===== config.mk =====
export PLATFORM = sky130hd
export DESIGN_NAME = control_sequencer_flat
export DESIGN_NICKNAME = d
export VERILOG_FILES = /design/src/rtl/control_sequencer_if.sv /design/src/rtl/control_sequencer.sv /design/src/flat_wrapper.sv
export SDC_FILE = /design/constraint.sdc
export NUM_CORES = 1
export LEC_CHECK = 0
export ABC_AREA = 1
export CAP_MARGIN = 15
export CORE_ASPECT_RATIO = 0.8
export CORE_MARGIN = 3
export CORE_UTILIZATION = 40
export DETAILED_ROUTE_END_ITERATION = 7
export GPL_TIMING_DRIVEN = 1
export PLACE_DENSITY_LB_ADDON = 0.25
export SLEW_MARGIN = 10
export SYNTH_ARGS = -nofsm -noshare
export SYNTH_HDL_FRONTEND = slang
export SYNTH_SLANG_ARGS = --single-unit

===== constraint.sdc =====
create_clock -name clk -period 1.6 [get_ports clk]
set_input_delay 0.4 -clock clk [delete_from_list [all_inputs] [get_ports clk]]
set_output_delay 0.4 -clock clk [all_outputs]
set_load 0.005 [all_outputs]

===== src/rtl/control_sequencer_if.sv =====
// control_sequencer_if: opcode/memory-handshake inputs and every datapath control strobe of the sequencer.
interface control_sequencer_if #(parameter int OPW = 5);
    logic [OPW-1:0] ir_op;
    logic mem_rdy;
    logic pc_out, zlow_out, zhigh_out, mdr_out, c_out, ba_out, r_out, lo_out, hi_out, in_port_out;
    logic mar_in, pc_in, mdr_in, ir_in, y_in, inc_pc, hi_in, lo_in, c_in, in_in, out_in, z_in, con_in, r_in;
    logic gra, grb, grc, read, write, add, subtract, multiply, divide;
    logic run, err;
    logic [4:0] state;
    modport master (
        input ir_op, mem_rdy,
        output pc_out, zlow_out, zhigh_out, mdr_out, c_out, ba_out, r_out, lo_out, hi_out, in_port_out,
        output mar_in, pc_in, mdr_in, ir_in, y_in, inc_pc, hi_in, lo_in, c_in, in_in, out_in, z_in, con_in, r_in,
        output gra, grb, grc, read, write, add, subtract, multiply, divide,
        output run, err, state
    );
    modport slave (
        output ir_op, mem_rdy,
        input pc_out, zlow_out, zhigh_out, mdr_out, c_out, ba_out, r_out, lo_out, hi_out, in_port_out,
        input mar_in, pc_in, mdr_in, ir_in, y_in, inc_pc, hi_in, lo_in, c_in, in_in, out_in, z_in, con_in, r_in,
        input gra, grb, grc, read, write, add, subtract, multiply, divide,
        input run, err, state
    );
endinterface


===== src/rtl/control_sequencer.sv =====
// control_sequencer: hardwired Moore fetch/decode/execute sequencer with memory wait, timeout and halt.
// Define CU_MULDIV_EN to decode mul/div; otherwise those opcodes behave as nop.
module control_sequencer #(
    parameter int OPW          = 5,
    parameter int MEM_WAIT_MAX = 15
) (
    input logic clk,
    input logic clr,
    control_sequencer_if.master bus
);
`ifdef CU_MULDIV_EN
    localparam bit MULDIV = 1'b1;
`else
    localparam bit MULDIV = 1'b0;
`endif
    localparam int CW = $clog2(MEM_WAIT_MAX + 1);
    typedef enum logic [4:0] {RST, T0, T1, T2, T3, T4, T5, T6, T7, HALT} state_t;
    typedef enum logic [2:0] {C_NOP, C_LD, C_LDI, C_ST, C_ADD, C_SUB, C_MUL, C_DIV} cls_t;
    state_t st, nxt;
    cls_t cls, cls_d;
    logic [CW-1:0] cnt;
    logic err_q, mem_st, timeout, halt_op, ld_like, arith, md;
    always_comb begin
        cls_d = bus.ir_op == OPW'(0)  ? C_LD  :
                bus.ir_op == OPW'(1)  ? C_LDI :
                bus.ir_op == OPW'(2)  ? C_ST  :
                bus.ir_op == OPW'(3)  ? C_ADD :
                bus.ir_op == OPW'(4)  ? C_SUB :
                (MULDIV && bus.ir_op == OPW'(15)) ? C_MUL :
                (MULDIV && bus.ir_op == OPW'(16)) ? C_DIV : C_NOP;
        halt_op = bus.ir_op == OPW'(27);
        mem_st  = st == T1 || (st == T6 && cls == C_LD) || (st == T7 && cls == C_ST);
        timeout = mem_st && !bus.mem_rdy && cnt == CW'(MEM_WAIT_MAX - 1);
        ld_like = cls == C_LD || cls == C_LDI || cls == C_ST;
        arith   = cls == C_ADD || cls == C_SUB;
        md      = cls == C_MUL || cls == C_DIV;
    end
    always_ff @(posedge clk) begin
        if (clr) begin
            st    <= RST;
            cls   <= C_NOP;
            cnt   <= '0;
            err_q <= 1'b0;
        end else begin
            st  <= nxt;
            cnt <= (mem_st && !bus.mem_rdy) ? cnt + 1'b1 : '0;
            if (timeout) err_q <= 1'b1;
            if (st == T2) cls <= cls_d;
        end
    end
    always_comb begin
        nxt = st;
        case (st)
            RST:     nxt = T0;
            T0:      nxt = T1;
            T1:      nxt = T2;
            T2:      nxt = halt_op ? HALT : (cls_d == C_NOP ? T0 : T3);
            T3:      nxt = T4;
            T4:      nxt = T5;
            T5:      nxt = (cls == C_LD || cls == C_ST || md) ? T6 : T0;
            T6:      nxt = (cls == C_LD || cls == C_ST) ? T7 : T0;
            T7:      nxt = T0;
            default: nxt = st;
        endcase
        // a memory state holds until mem_rdy, unless the wait budget runs out
        if (mem_st && !bus.mem_rdy) nxt = timeout ? HALT : st;
    end
    assign bus.lo_out      = 1'b0;
    assign bus.hi_out      = 1'b0;
    assign bus.in_port_out = 1'b0;
    assign bus.c_in        = 1'b0;
    assign bus.in_in       = 1'b0;
    assign bus.out_in      = 1'b0;
    assign bus.con_in      = 1'b0;
    assign bus.run         = st != RST && st != HALT;
    assign bus.err         = err_q;
    assign bus.state       = st;
    always_comb begin
        {bus.pc_out, bus.zlow_out, bus.zhigh_out, bus.mdr_out, bus.c_out, bus.ba_out, bus.r_out} = '0;
        {bus.mar_in, bus.pc_in, bus.mdr_in, bus.ir_in, bus.y_in, bus.inc_pc, bus.hi_in, bus.lo_in} = '0;
        {bus.z_in, bus.r_in, bus.gra, bus.grb, bus.grc, bus.read, bus.write} = '0;
        {bus.add, bus.subtract, bus.multiply, bus.divide} = '0;
        case (st)
            T0: {bus.pc_out, bus.mar_in, bus.inc_pc, bus.z_in} = '1;
            T1: {bus.zlow_out, bus.pc_in, bus.read, bus.mdr_in} = '1;
            T2: {bus.mdr_out, bus.ir_in} = '1;
            T3: begin
                bus.y_in   = 1'b1;
                bus.grb    = ld_like || arith;
                bus.ba_out = ld_like;
                bus.gra    = md;
                bus.r_out  = arith || md;
            end
            T4: begin
                bus.z_in     = 1'b1;
                bus.c_out    = ld_like;
                bus.add      = ld_like || cls == C_ADD;
                bus.subtract = cls == C_SUB;
                bus.grc      = arith;
                bus.grb      = md;
                bus.r_out    = arith || md;
                bus.multiply = cls == C_MUL;
                bus.divide   = cls == C_DIV;
            end
            T5: begin
                bus.zlow_out = 1'b1;
                bus.mar_in   = cls == C_LD || cls == C_ST;
                bus.gra      = cls == C_LDI || arith;
                bus.r_in     = cls == C_LDI || arith;
                bus.lo_in    = md;
            end
            T6: begin
                bus.read      = cls == C_LD;
                bus.mdr_in    = cls == C_LD || cls == C_ST;
                bus.gra       = cls == C_ST;
                bus.r_out     = cls == C_ST;
                bus.zhigh_out = md;
                bus.hi_in     = md;
            end
            T7: begin
                bus.mdr_out = 1'b1;
                bus.gra     = cls == C_LD;
                bus.r_in    = cls == C_LD;
                bus.write   = cls == C_ST;
            end
            default: ;
        endcase
    end
endmodule


===== src/flat_wrapper.sv =====
// flat-port wrapper written by rule: the top's interface ports become plain ports
module control_sequencer_flat 
#(
    parameter int OPW          = 5,
    parameter int MEM_WAIT_MAX = 15
)
  (clk, clr, bus_ir_op, bus_mem_rdy, bus_pc_out, bus_zlow_out, bus_zhigh_out, bus_mdr_out, bus_c_out, bus_ba_out, bus_r_out, bus_lo_out, bus_hi_out, bus_in_port_out, bus_mar_in, bus_pc_in, bus_mdr_in, bus_ir_in, bus_y_in, bus_inc_pc, bus_hi_in, bus_lo_in, bus_c_in, bus_in_in, bus_out_in, bus_z_in, bus_con_in, bus_r_in, bus_gra, bus_grb, bus_grc, bus_read, bus_write, bus_add, bus_subtract, bus_multiply, bus_divide, bus_run, bus_err, bus_state);
  control_sequencer_if #(.OPW(OPW)) bus_i ();
  input logic clk;
  input logic clr;
  input wire logic [$bits(bus_i.ir_op)-1:0] bus_ir_op;
  input wire logic [$bits(bus_i.mem_rdy)-1:0] bus_mem_rdy;
  output wire logic [$bits(bus_i.pc_out)-1:0] bus_pc_out;
  output wire logic [$bits(bus_i.zlow_out)-1:0] bus_zlow_out;
  output wire logic [$bits(bus_i.zhigh_out)-1:0] bus_zhigh_out;
  output wire logic [$bits(bus_i.mdr_out)-1:0] bus_mdr_out;
  output wire logic [$bits(bus_i.c_out)-1:0] bus_c_out;
  output wire logic [$bits(bus_i.ba_out)-1:0] bus_ba_out;
  output wire logic [$bits(bus_i.r_out)-1:0] bus_r_out;
  output wire logic [$bits(bus_i.lo_out)-1:0] bus_lo_out;
  output wire logic [$bits(bus_i.hi_out)-1:0] bus_hi_out;
  output wire logic [$bits(bus_i.in_port_out)-1:0] bus_in_port_out;
  output wire logic [$bits(bus_i.mar_in)-1:0] bus_mar_in;
  output wire logic [$bits(bus_i.pc_in)-1:0] bus_pc_in;
  output wire logic [$bits(bus_i.mdr_in)-1:0] bus_mdr_in;
  output wire logic [$bits(bus_i.ir_in)-1:0] bus_ir_in;
  output wire logic [$bits(bus_i.y_in)-1:0] bus_y_in;
  output wire logic [$bits(bus_i.inc_pc)-1:0] bus_inc_pc;
  output wire logic [$bits(bus_i.hi_in)-1:0] bus_hi_in;
  output wire logic [$bits(bus_i.lo_in)-1:0] bus_lo_in;
  output wire logic [$bits(bus_i.c_in)-1:0] bus_c_in;
  output wire logic [$bits(bus_i.in_in)-1:0] bus_in_in;
  output wire logic [$bits(bus_i.out_in)-1:0] bus_out_in;
  output wire logic [$bits(bus_i.z_in)-1:0] bus_z_in;
  output wire logic [$bits(bus_i.con_in)-1:0] bus_con_in;
  output wire logic [$bits(bus_i.r_in)-1:0] bus_r_in;
  output wire logic [$bits(bus_i.gra)-1:0] bus_gra;
  output wire logic [$bits(bus_i.grb)-1:0] bus_grb;
  output wire logic [$bits(bus_i.grc)-1:0] bus_grc;
  output wire logic [$bits(bus_i.read)-1:0] bus_read;
  output wire logic [$bits(bus_i.write)-1:0] bus_write;
  output wire logic [$bits(bus_i.add)-1:0] bus_add;
  output wire logic [$bits(bus_i.subtract)-1:0] bus_subtract;
  output wire logic [$bits(bus_i.multiply)-1:0] bus_multiply;
  output wire logic [$bits(bus_i.divide)-1:0] bus_divide;
  output wire logic [$bits(bus_i.run)-1:0] bus_run;
  output wire logic [$bits(bus_i.err)-1:0] bus_err;
  output wire logic [$bits(bus_i.state)-1:0] bus_state;
  assign bus_i.ir_op = bus_ir_op;
  assign bus_i.mem_rdy = bus_mem_rdy;
  assign bus_pc_out = bus_i.pc_out;
  assign bus_zlow_out = bus_i.zlow_out;
  assign bus_zhigh_out = bus_i.zhigh_out;
  assign bus_mdr_out = bus_i.mdr_out;
  assign bus_c_out = bus_i.c_out;
  assign bus_ba_out = bus_i.ba_out;
  assign bus_r_out = bus_i.r_out;
  assign bus_lo_out = bus_i.lo_out;
  assign bus_hi_out = bus_i.hi_out;
  assign bus_in_port_out = bus_i.in_port_out;
  assign bus_mar_in = bus_i.mar_in;
  assign bus_pc_in = bus_i.pc_in;
  assign bus_mdr_in = bus_i.mdr_in;
  assign bus_ir_in = bus_i.ir_in;
  assign bus_y_in = bus_i.y_in;
  assign bus_inc_pc = bus_i.inc_pc;
  assign bus_hi_in = bus_i.hi_in;
  assign bus_lo_in = bus_i.lo_in;
  assign bus_c_in = bus_i.c_in;
  assign bus_in_in = bus_i.in_in;
  assign bus_out_in = bus_i.out_in;
  assign bus_z_in = bus_i.z_in;
  assign bus_con_in = bus_i.con_in;
  assign bus_r_in = bus_i.r_in;
  assign bus_gra = bus_i.gra;
  assign bus_grb = bus_i.grb;
  assign bus_grc = bus_i.grc;
  assign bus_read = bus_i.read;
  assign bus_write = bus_i.write;
  assign bus_add = bus_i.add;
  assign bus_subtract = bus_i.subtract;
  assign bus_multiply = bus_i.multiply;
  assign bus_divide = bus_i.divide;
  assign bus_run = bus_i.run;
  assign bus_err = bus_i.err;
  assign bus_state = bus_i.state;
  control_sequencer #(.OPW(OPW), .MEM_WAIT_MAX(MEM_WAIT_MAX)) u_core (.clk(clk), .clr(clr), .bus(bus_i));
endmodule

==> parameters.txt, run 1 <==
Parameter                              Value

Status
  Outcome    aborted with a tool error
  Halt point of the flow    5_1_grt
  Stop Error    [ERROR DPL-0033] detailed placement checks failed during check placement.

Synthesis
  Number of distinct library cells after synthesis    28
  Cells after synthesis    175
  Sequential area share after synthesis    0.231
  Area contributors post-synth    sky130_fd_sc_hd__dfxtp_1, sky130_fd_sc_hd__nand2_1, sky130_fd_sc_hd__nor2_1
  Most used DFF post-synth    sky130_fd_sc_hd__dfxtp_1
  Number of enable flip-flop cells after synthesis    0
  Yosys synthesis warning count    0
  Library cell with the largest summed area after synthesis    sky130_fd_sc_hd__dfxtp_1
  Average cell area after synthesis    5.95 µm²
  Asr flop ratio synth    0
  Cell with the most instances after synthesis    sky130_fd_sc_hd__nand2_1
  Netlist area before placement    0.00104 mm²
  Area share of the leading cell type in the synthesized netlist    0.231
  Post-synthesis sequential element count    12
  Most instantiated cells after synthesis    sky130_fd_sc_hd__nand2_1, sky130_fd_sc_hd__nor2_1, sky130_fd_sc_hd__inv_1

Global routing
  Number of antenna violations at the first check in global routing    1
  Pin count of the biggest net entering global routing    8

Placement
  Post-Place Setup Slack    -0.322 ns
  Gp weighted congestion    0.897
  Input/output buffers    39
  Number of instances in the placed design    279
  Detailed placement HPWL    2850 µm

Floorplan
  Top-level I/O count    48
  Die Span Y    51.6 µm
  Starting density of the core    0.451
  Die X-Extent    63.0 µm
  Placement Rows    15

Timing
  Category of the worst endpoint    output port
  End pin of the worst setup path after global-route repair    bus_add

Clocking
  Number of buffers inserted for hold repair after clock tree synthesis    0
  Number of clock buffers inserted by TritonCTS    3
  Number of sinks on the clock net    12
  CTS max path bufs    2
  H-Tree Depth    1
  Clock Tree Root    sky130_fd_sc_hd__clkbuf_4
[logic make-up after synthesis]
family          Yosys count  synth area share
xor+xnor                  2            0.0168
other cells               1           0.00360
flops                    12             0.231
buf+inv                  40             0.180
compound gates           27             0.153
fa+ha+maj                 2            0.0240
simple gates             91             0.392
[stage by stage]
stage               utilization  cell area (µm²)
floorplan                     -             1070
global placement          0.728             1680
detailed placement        0.728             1680
CTS                       0.865             2000
[timing repair]
action | 4_1_cts
pin swaps | 19
gates resized for setup | 205
setup endpoints to repair | 31
setup buffers | 16
endpoints found under the hold margin | 0
==> run 2: changes to the inputs <==
--- a/config.mk
+++ b/config.mk
@@ -7,12 +7,11 @@
 export LEC_CHECK = 0
 export ABC_AREA = 1
 export CAP_MARGIN = 15
-export CORE_ASPECT_RATIO = 0.8
 export CORE_MARGIN = 3
-export CORE_UTILIZATION = 40
+export CORE_UTILIZATION = 25
 export DETAILED_ROUTE_END_ITERATION = 7
 export GPL_TIMING_DRIVEN = 1
-export PLACE_DENSITY_LB_ADDON = 0.25
+export PLACE_DENSITY_LB_ADDON = 0.15
 export SLEW_MARGIN = 10
 export SYNTH_ARGS = -nofsm -noshare
 export SYNTH_HDL_FRONTEND = slang
==> run 2 against run 1 <==
The flow now finishes, with violations (negative setup slack). Synthesized cell count unchanged. Synthesized area is the same.
==> parameters.txt, run 2 <==
Parameter                              Value

Power
  Cell Pwr Density    1100 mW/mm²
  Internal power    0.00142 W
  Relative contribution of the clock network to total power    0.136
  Combinational Power Share    0.681
  P_sw    0.000997 W
  Switching share of power    0.412
  Sequential cell fraction of total power    0.183
  Static leakage    1.17 nW
  IR drop worst, VDD    0.453 mV

Floorplan
  Die Span Y    70.5 µm
  Total Die Area    0.00497 mm²
  Floorplan core area    0.00383 mm²
  Die X-Extent    70.5 µm
  Top-level I/O count    48
  Placement Rows    22
  Starting density of the core    0.272

Timing
  Count of endpoints failing setup in the final report    20
  Timing-limited maximum frequency    583 MHz
  Max Clock Skew    0.00192 ns
  Minimum clock period    1.72 ns
  Unrepaired setup endpoints after global routing    true
  Hold violation total from the final report    0
  Share of the clock period used by the worst path after layout    1.07
  Fin. max-slew vios    0
  Final worst hold slack    0.462 ns
  PnR worst setup slack    -0.117 ns

Synthesis
  Most used DFF post-synth    sky130_fd_sc_hd__dfxtp_1
  Xor and xnor area share after synthesis    0.0168
  Sequential area share after synthesis    0.231
  Number of enable flip-flop cells after synthesis    0
  Average cell area after synthesis    5.95 µm²
  Yosys synthesis warning count    0
  Dominant combinational cell family by area after synthesis    simple AND/OR/NAND/NOR gates
  Synth Area in Compound Gates    0.153
  Arithmetic-cell share of the synthesized area counting full adders, half adders and majority gates    0.0240
  Cells after synthesis    175
  Simple-gate area share of the yosys netlist    0.392
  Number of distinct library cells after synthesis    28
  Post-synthesis mux area share    0
  Area contributors post-synth    sky130_fd_sc_hd__dfxtp_1, sky130_fd_sc_hd__nand2_1, sky130_fd_sc_hd__nor2_1
  Most instantiated cells after synthesis    sky130_fd_sc_hd__nand2_1, sky130_fd_sc_hd__nor2_1, sky130_fd_sc_hd__inv_1
  Post-synthesis sequential element count    12
  Area share of the leading cell type in the synthesized netlist    0.231
  Cell with the most instances after synthesis    sky130_fd_sc_hd__nand2_1
  Asr flop ratio synth    0
  Netlist area before placement    0.00104 mm²
  Library cell with the largest summed area after synthesis    sky130_fd_sc_hd__dfxtp_1

Cells and area
  Fraction of final layout cells with drive strength greater than 1    0.590
  Fill cell count    383
  Most common cell after layout, fill and taps aside    sky130_fd_sc_hd__buf_4
  Total number of nets in the final design    289
  Commonest cells after routing, fill and taps aside    sky130_fd_sc_hd__buf_4, sky130_fd_sc_hd__inv_1, sky130_fd_sc_hd__buf_2
  Core utilization of the finished layout    0.576
  Count of inserted antenna diode cells    0
  Synthesis-to-finish area growth    112%

Route
  Violation count after the first detailed-routing iteration    48
  Routed wirelength normalized by instance count    11.6 µm
  Total detailed-routing wirelength    3770 µm
  Antenna-violating nets left    0
  DRC violation count after routing    0
  Number of vias after detailed routing    1400
  Per-cell via count in the routed design    4.29
  DR pass1 iterations    4

Clocking
  Number of clock buffers inserted by TritonCTS    3
  Insertion delay to the later sink of the worst-skew pair    0.24 ns
  Clock Tree Root    sky130_fd_sc_hd__clkbuf_8
  Post-CTS clock slew at the launch and capture registers of the worst setup and hold paths    0.05 ns
  CTS max path bufs    2
  Number of sinks on the clock net    12
  CTS tree    built
  H-Tree Depth    1

Placement
  Detailed placement HPWL    2710 µm
  Gp weighted congestion    0.839
  Input/output buffers    39

Global routing
  Number of antenna violations at the first check in global routing    0
  Wire length of the first global-routing pass    5890 µm
  Number of global-route vias before repair    1301
  Pin count of the biggest net entering global routing    8
  Remaining global-route overflow    0
  Overall Global Routing Usage    0.144

Critical path
  Crit path largest cell delay    0.37 ns
  Worst setup path category    reg -> out
  Register-to-register setup slack    0.01 ns
  Startpoint Class    flop
  Required time worst endpoint    1.20 ns
  Series of cell instances along the critical path    buf_6, nor2_4, nand2_2, buf_4, o21ai_1, buf_2
  Critical Path End Type    primary output
  Max Fanout on Critical Path    5
  Arrival time of data at the critical path endpoint    1.32 ns
  Cell type of the slowest stage on the worst timing path    sky130_fd_sc_hd__dfxtp_4

Job
  Count of max-cap constraint violations    0

Status
  Failing checks    negative setup slack
  Outcome    finished with violations

Worst hold path
  HP Class    reg -> reg
==> run 2: cell counts after synthesis <==
No cell type changed its count.
==> run 2: routing by layer <==
metal	share of wire	track usage
met5	0	0
met1	0.42	0.179
met4	0.016	0.0459
met2	0.50	0.252
met3	0.057	0.0256
==> run 2: cells by family (layout without fill, tap and decap cells) <==
group / Yosys count / count (layout)
DFF: 12 / 12
and+or+nand+nor: 91 / 91
adders and majority gates: 2 / 2
AOI/OAI and AO/OA: 27 / 27
xor gates and xnor gates: 2 / 2
buffers and inverters: 40 / 136
other: 1 / 8
==> run 2: power by group through the flow <==
stage | registers [W] | clock network [W] | logic [W]
6_report | 0.000442 | 0.000328 | 0.00165
5_1_grt | 0.000451 | 0.000352 | 0.00180
4_1_cts | 0.000431 | 0.000339 | 0.00145
3_5_place_dp | 0.000407 | 0 | 0.00126
3_3_place_gp | 0.000403 | 0 | 0.00127
2_1_floorplan | 0.000419 | 0 | 0.000497
==> run 2: final cells by class <==
class / count / area [µm²] / share of cell area
Multi-Input combinational cell: 130 / 918 / 0.417
Timing Repair Buffer: 102 / 801 / 0.364
Sequential cell: 12 / 253 / 0.115
Inverter: 30 / 115 / 0.0523
Tap cell: 48 / 60.1 / 0.0273
Clock buffer: 4 / 55.1 / 0.0250
==> run 2: what timing repair did <==
item | CTS | global route
setup endpoints to repair | 31 | 30
pin swaps | 18 | 26
setup buffers | 15 | 5
hold buffers | 0 | 0
resized for setup | 164 | 50
cloned | 0 | 0
==> run 2: final timing paths <==
check,from,end,cells after the start
worst max-delay path,u_core.bus.state[1],bus_mar_in,6
worst min-delay path,u_core.cnt[0],u_core.cnt[0],1
worst max register to register,u_core.bus.state[3],u_core.bus.state[1],12
worst min register to register,u_core.cnt[0],u_core.cnt[0],1
==> run 2: worst max-delay path, delay by kind of cell, from the launching register on <==
kind | cells | cell delay (ns)
AO/OA/AOI/OAI | 1 | 0.10
buffers and inverters | 3 | 0.41
flip-flops | 1 | 0.37
AND/OR/NAND/NOR | 2 | 0.20
==> run 2: per-stage QoR <==
stage	worst slack [ns]	area (µm²)	instances	power (W)	setup TNS [ns]
final	-0.117	2200	326	0.00242	-1.04
after global routing	-0.168	2200	326	0.00260	-2.67
after CTS	-0.116	2040	321	0.00222	-1.38
after detailed placement	-0.359	1770	302	0.00167	-6.36
after global placement	-0.346	1770	302	0.00167	-6.01
after floorplan	0.149	1070	182	0.000916	0
Power figures use the tool's default switching activity.
